<file path="src/rtl/dpwm_setpoint_reader.sv">
// ---------------------------------------------------------------------------
// dpwm_setpoint_reader
//
// Purpose:
//   Receives the 10-bit current setpoint produced by the button-driven
//   up/down counter. The bus is asynchronous to clk, so it is passed through
//   a two-flop synchronizer. A new value is accepted only after it has been
//   seen unchanged for STABLE_CYC consecutive samples. The accepted value is
//   then clamped to MAX_SETPOINT and double-buffered into a shadow register
//   once per PWM period. The shadow register sets the DPWM high time in clock
//   counts.
//
// Ports:
//   clk           in   1   system clock, rising edge
//   reset         in   1   asynchronous, active-high reset
//   enable        in   1   1 = PWM running, 0 = output parked low
//   setpoint_in   in   10  setpoint bus from the up/down counter (async)
//   pwm_out       out  1   registered DPWM output
//   period_start  out  1   one-cycle pulse on the first cycle of each period
//   active_sp     out  10  setpoint currently in force (shadow register)
//   sat_flag      out  1   accepted setpoint exceeds MAX_SETPOINT
// ---------------------------------------------------------------------------
module dpwm_setpoint_reader #(
    parameter int PERIOD       = 1000,
    parameter int MAX_SETPOINT = 1000,
    parameter int RESET_SP     = 500,
    parameter int STABLE_CYC   = 2
) (
    input  logic       clk,
    input  logic       reset,
    input  logic       enable,
    input  logic [9:0] setpoint_in,
    output logic       pwm_out,
    output logic       period_start,
    output logic [9:0] active_sp,
    output logic       sat_flag
);

    localparam int CNT_W  = (PERIOD > 1) ? $clog2(PERIOD) : 1;
    localparam int STAB_W = (STABLE_CYC > 1) ? $clog2(STABLE_CYC + 1) : 1;

    localparam logic [9:0]        RESET_VAL = 10'(RESET_SP);
    localparam logic [9:0]        MAX_VAL   = 10'(MAX_SETPOINT);
    localparam logic [CNT_W-1:0]  LAST_CNT  = CNT_W'(PERIOD - 1);
    localparam logic [STAB_W-1:0] STAB_LAST = STAB_W'(STABLE_CYC - 1);

    logic [9:0]        sync1_q, sync1_d;
    logic [9:0]        sync2_q, sync2_d;
    logic [9:0]        cand_q, cand_d;
    logic [STAB_W-1:0] stab_cnt_q, stab_cnt_d;
    logic [9:0]        accepted_q, accepted_d;
    logic [9:0]        shadow_q, shadow_d;
    logic [CNT_W-1:0]  cnt_q, cnt_d;
    logic              running_q, running_d;
    logic              pwm_q, pwm_d;
    logic              period_start_q, period_start_d;
    logic              sat_q, sat_d;
    logic [9:0]        clamped;

    // Next-state logic for the whole block. The synchronizer, the stability
    // filter, the clamp, the period counter and the double buffer are all
    // computed here, so the registered outputs line up with cnt_q and shadow_q.
    // running_q records that the previous cycle was enabled. The first enabled
    // cycle after a disabled stretch (or after reset) therefore starts a fresh
    // period at cnt == 0 with a period_start pulse.
    always_comb begin
        sync1_d    = setpoint_in;
        sync2_d    = sync1_q;
        cand_d     = cand_q;
        stab_cnt_d = stab_cnt_q;
        accepted_d = accepted_q;

        // Stability filter: the candidate must match the synchronized bus for
        // STABLE_CYC samples in a row. This keeps a skewed multi-bit transition
        // from being taken as a setpoint.
        if (sync2_q != cand_q) begin
            cand_d     = sync2_q;
            stab_cnt_d = '0;
        end else if (stab_cnt_q == STAB_LAST) begin
            accepted_d = cand_q;
        end else begin
            stab_cnt_d = stab_cnt_q + STAB_W'(1);
        end

        clamped = (accepted_q > MAX_VAL) ? MAX_VAL : accepted_q;
        sat_d   = (accepted_q > MAX_VAL);

        running_d = enable;
        if (!enable || !running_q || (cnt_q == LAST_CNT)) begin
            cnt_d = '0;
        end else begin
            cnt_d = cnt_q + CNT_W'(1);
        end

        // Double buffer: the duty changes only at a period boundary. While the
        // PWM is parked, the shadow follows the clamped value, so re-enabling
        // starts with the latest setpoint.
        shadow_d = shadow_q;
        if (!enable || (cnt_q == LAST_CNT)) begin
            shadow_d = clamped;
        end

        period_start_d = enable && (cnt_d == '0);
        pwm_d          = enable && (32'(cnt_d) < 32'(shadow_d));
    end

    // State register. Every flop returns to its reset value as soon as reset
    // rises; no clock edge is needed.
    always_ff @(posedge clk or posedge reset) begin
        if (reset) begin
            sync1_q        <= RESET_VAL;
            sync2_q        <= RESET_VAL;
            cand_q         <= RESET_VAL;
            stab_cnt_q     <= '0;
            accepted_q     <= RESET_VAL;
            shadow_q       <= RESET_VAL;
            cnt_q          <= '0;
            running_q      <= 1'b0;
            pwm_q          <= 1'b0;
            period_start_q <= 1'b0;
            sat_q          <= 1'b0;
        end else begin
            sync1_q        <= sync1_d;
            sync2_q        <= sync2_d;
            cand_q         <= cand_d;
            stab_cnt_q     <= stab_cnt_d;
            accepted_q     <= accepted_d;
            shadow_q       <= shadow_d;
            cnt_q          <= cnt_d;
            running_q      <= running_d;
            pwm_q          <= pwm_d;
            period_start_q <= period_start_d;
            sat_q          <= sat_d;
        end
    end

    assign pwm_out      = pwm_q;
    assign period_start = period_start_q;
    assign active_sp    = shadow_q;
    assign sat_flag     = sat_q;

endmodule
</file>
<file path="config.mk">
export PLATFORM = sky130hd
export DESIGN_NAME = dpwm_setpoint_reader
export DESIGN_NICKNAME = d
export VERILOG_FILES = /design/src/rtl/dpwm_setpoint_reader.sv
export SDC_FILE = /design/constraint.sdc
export NUM_CORES = 1
export LEC_CHECK = 0
export ABC_AREA = 0
export CAP_MARGIN = 20
export CORE_ASPECT_RATIO = 0.9
export CORE_MARGIN = 8
export CORE_UTILIZATION = 55
export CTS_BUF_LIST = sky130_fd_sc_hd__clkbuf_4 sky130_fd_sc_hd__clkbuf_8 sky130_fd_sc_hd__clkbuf_16
export CTS_CLUSTER_SIZE = 10
export DETAILED_ROUTE_END_ITERATION = 8
export HOLD_SLACK_MARGIN = 0.03
export MAX_ROUTING_LAYER = met4
export PLACE_DENSITY = 0.77
export SETUP_SLACK_MARGIN = 0.5
export SLEW_MARGIN = 20
export SYNTH_ARGS = -nofsm -noshare
export SYNTH_HDL_FRONTEND = slang
export SYNTH_SLANG_ARGS = --single-unit
</file>
<file path="constraint.sdc">
create_clock -name clk -period 3.25 [get_ports clk]
set_input_delay 0.65 -clock clk [delete_from_list [all_inputs] [get_ports clk]]
set_output_delay 0.65 -clock clk [all_outputs]
set_load 0.02 [all_outputs]
</file>
==> flow_summary.yaml <==
outcome:
  status: "finished clean"
timing:
  clock-skew-final_ns: 0.0110
  setup_ws_ns: 0.450
  setup_viol: 0
  max_slew_margin_pct: 48.0
  tightest_slew_ns: 0.780
  clock.fmax_mhz: 357
  hold_viol: 0
  rsz0062_at_grt: "yes"
  slew_viol_final: 0
  tns_ns: 0
  worst_hold_slack_ns: 0.346
  post-route-period-util_pct: 86.2
  final.min_clock_period_ns: 2.80
power:
  finalPower_mw: 1.69
  p_leak_nw: 1.60
  ir_drop_mv: 0.622
  power_density_mw_per_mm2: 472
logic_synthesis:
  yosys.area.top_type: "dfrtp_1"
  async_flop_share_pct: 100
  synth.most_common_cell: "dfrtp_1"
  yosysWarnings: 0
  yosys_most_used_dff: "dfrtp_1"
  syn-num-nets: 244
  post_synth_inst_count: 220
  yosysSeqAreaShare_pct: 60.6
  yosys-top-cells-count: "dfrtp_1 (36), dfstp_2 (30), nor2_1 (20)"
  synth_edf_count: 0
  synth_cell_types: 41
  avgSynthCellArea_um2: 12.7
  ys_top_cells_by_area: "dfrtp_1 (32%), dfstp_2 (28%), mux2_4 (5.4%), ha_1 (4.9%), xor2_1 (3.5%)"
  synth_top_area_share_pct: 32.3
  ys_ff_latch: 66
  post_synth_instance_area_mm2: 0.00279
critical_path:
  crit_path_start_kind: "flop"
  critPathKind: "flop to flop"
  crit_required_ns: 3.50
  worstSetupEndpointType: "flop"
  cp.arrival_ns: 3.05
  cp_max_fo: 5
  r2r_setup_slack_ns: 0.45
route:
  postRouteAntennaNets: 0
  vias: 1784
  dr.first_iter.drc_count: 107
  dr.pass1.iters: 4
  post_drt_wl_per_cell_um: 16.3
  routed_wl_um: 5310
  drc: 0
  via_per_inst: 5.47
floorplan:
  row_count: 24
  die_w_um: 91.1
  start_util_pct: 57.3
  core_region_area_mm2: 0.00486
  die_area_mm2: 0.00761
  die_h_um: 83.6
  io_pins: 26
clocking:
  cts_max_path_buffers: 2
  numCtsBuffers: 9
  cts-root-buf: "clkbuf_8"
  path_clk_slew_ns: 0.07
  ctsHoldBuffers: 0
  cts_sinks: 66
  clkLatencyLatePin_ns: 0.34
  cts_tree: "built"
  htreeDepth: 3
placement:
  placed_area_mm2: 0.00310
  numPortBuffers: 25
  post-place-ws_ns: 0.133
  dpl.hpwl_um: 3360
  gp_congestion: 0.829
cells_and_area:
  fillers: 344
  final_area_mm2: 0.00358
  multi_input_area_mm2: 0.00116
  diodes: 0
  drive_above_1_share_pct: 37.5
  regArea_mm2: 0.00169
  syn_to_final_growth_pct: 28.4
  nets: 280
global_route:
  grt_usage_pct: 13.5
  grt_max_degree: 67
  first_global_vias: 1757
  grt.busiest_layer: "met2"
  grt_remaining_overflow: 0
  use_met1_pct: 14.5
  antenna_found_initial: 0
  grt_first_pass_wirelength_um: 7980
  use_met2_pct: 22.4
  grt_util_met3_pct: 3.78
flow_run:
  max_cap_violations: 0
min_path:
  hold_class: "flop to flop"
==> kinds of logic after synthesis <==
family	after synthesis	share of synthesized area, %
multiplexers	15	7.18
adder cells (fa/ha/maj)	11	4.93
AND/OR/NAND/NOR	58	10.9
flip-flops	66	60.6
XOR/XNOR	19	5.97
AO/OA/AOI/OAI	27	6.95
buffers and inverters	24	3.54
==> metrics by stage <==
step / util [%] / cells
3_5_place_dp: 63.7 / 299
6_report: 73.6 / 326
3_3_place_gp: 63.7 / 299
2_1_floorplan: - / 220
5_1_grt: 73.6 / 326
4_1_cts: 68.4 / 315
==> cell type report <==
class	instances	share of cell area, %
clock inverters	7	2.55
multi-input cells	130	32.4
flip-flops and latches	66	47.2
inverters	10	1.05
well taps	65	2.27
repair buffers	39	11.0
clock buffers	9	3.46
==> placed cells by master, fill, tap and decap left out, types with 3 or more instances in the layout <==
master	Yosys	layout
dfrtp_1	36	35
dfstp_2	30	30
clkdlybuf4s50_1	0	24
nor2_1	20	14
xor2_1	11	11
buf_4	0	11
mux2_4	10	10
clkbuf_8	0	9
inv_1	10	8
xnor2_1	8	8
nand3_1	7	7
ha_1	11	7
nor2_2	0	6
and3_1	5	5
a21oi_1	7	5
nand4_1	5	5
mux2i_4	0	4
nand2_1	5	4
a21o_1	4	4
ha_4	0	4
nor4_1	3	3
==> critical path, stage by stage (launching register included) <==
cell,delay [ns]
dfrtp_2,0.45
ha_4,0.18
and4bb_2,0.25
a31oi_4,0.33
buf_8,0.20
mux2i_4,0.26
ha_4,0.23
a21oi_1,0.17
nor2b_1,0.08
o21ai_0,0.22
o211ai_1,0.14
a41oi_1,0.19
==> what timing repair did <==
item | in CTS | in global routing
pin swaps | 1 | 11
endpoints found under the setup margin | 1 | 1
buffers inserted | 0 | 10
resized for setup | 3 | 29
cloned | 0 | 1
hold endpoints to repair | 0 | 0
==> metal layers <==
| metal | vias up | wire length, µm |
|---|---|---|
| li1 | 834 | - |
| met1 | 896 | 2200 |
| met2 | 44 | 2830 |
| met3 | 10 | 189 |
| met4 | 0 | 96 |
| met5 | - | 0 |
==> worst paths after layout <==
check                      cells after the start                    to            startpoint
min reg2reg                                    0  sync2_q[3]$_DFF_PP0_  sync1_q[3]$_DFF_PP0_
min in group asynchronous                      3  sync1_q[9]$_DFF_PP0_                 reset
max                                           11     pwm_out$_DFF_PP0_    cnt_q[0]$_DFF_PP0_
max in group asynchronous                      3    cnt_q[0]$_DFF_PP0_                 reset
min                                            0  sync2_q[3]$_DFF_PP0_  sync1_q[3]$_DFF_PP0_
max reg2reg                                   11     pwm_out$_DFF_PP0_    cnt_q[0]$_DFF_PP0_
==> flip-flops by register name, summed over array words and instances, names as in the netlist <==
| signal | flops |
|---|---|
| accepted_q | 10 |
| active_sp | 10 |
| cand_q | 10 |
| cnt_q | 10 |
| period_start | 1 |
| pwm_out | 1 |
| running_q | 1 |
| sat_flag | 1 |
| stab_cnt_q | 2 |
| sync1_q | 10 |
| sync2_q | 10 |
==> report_power, final <==
part / switching, mW / internal (mW)
Combinational: 0.0417 / 0.0433
Sequential: 0.0145 / 0.853
Clock: 0.305 / 0.431
Total: 0.362 / 1.33
No activity file was read; power rests on OpenSTA's default activity.
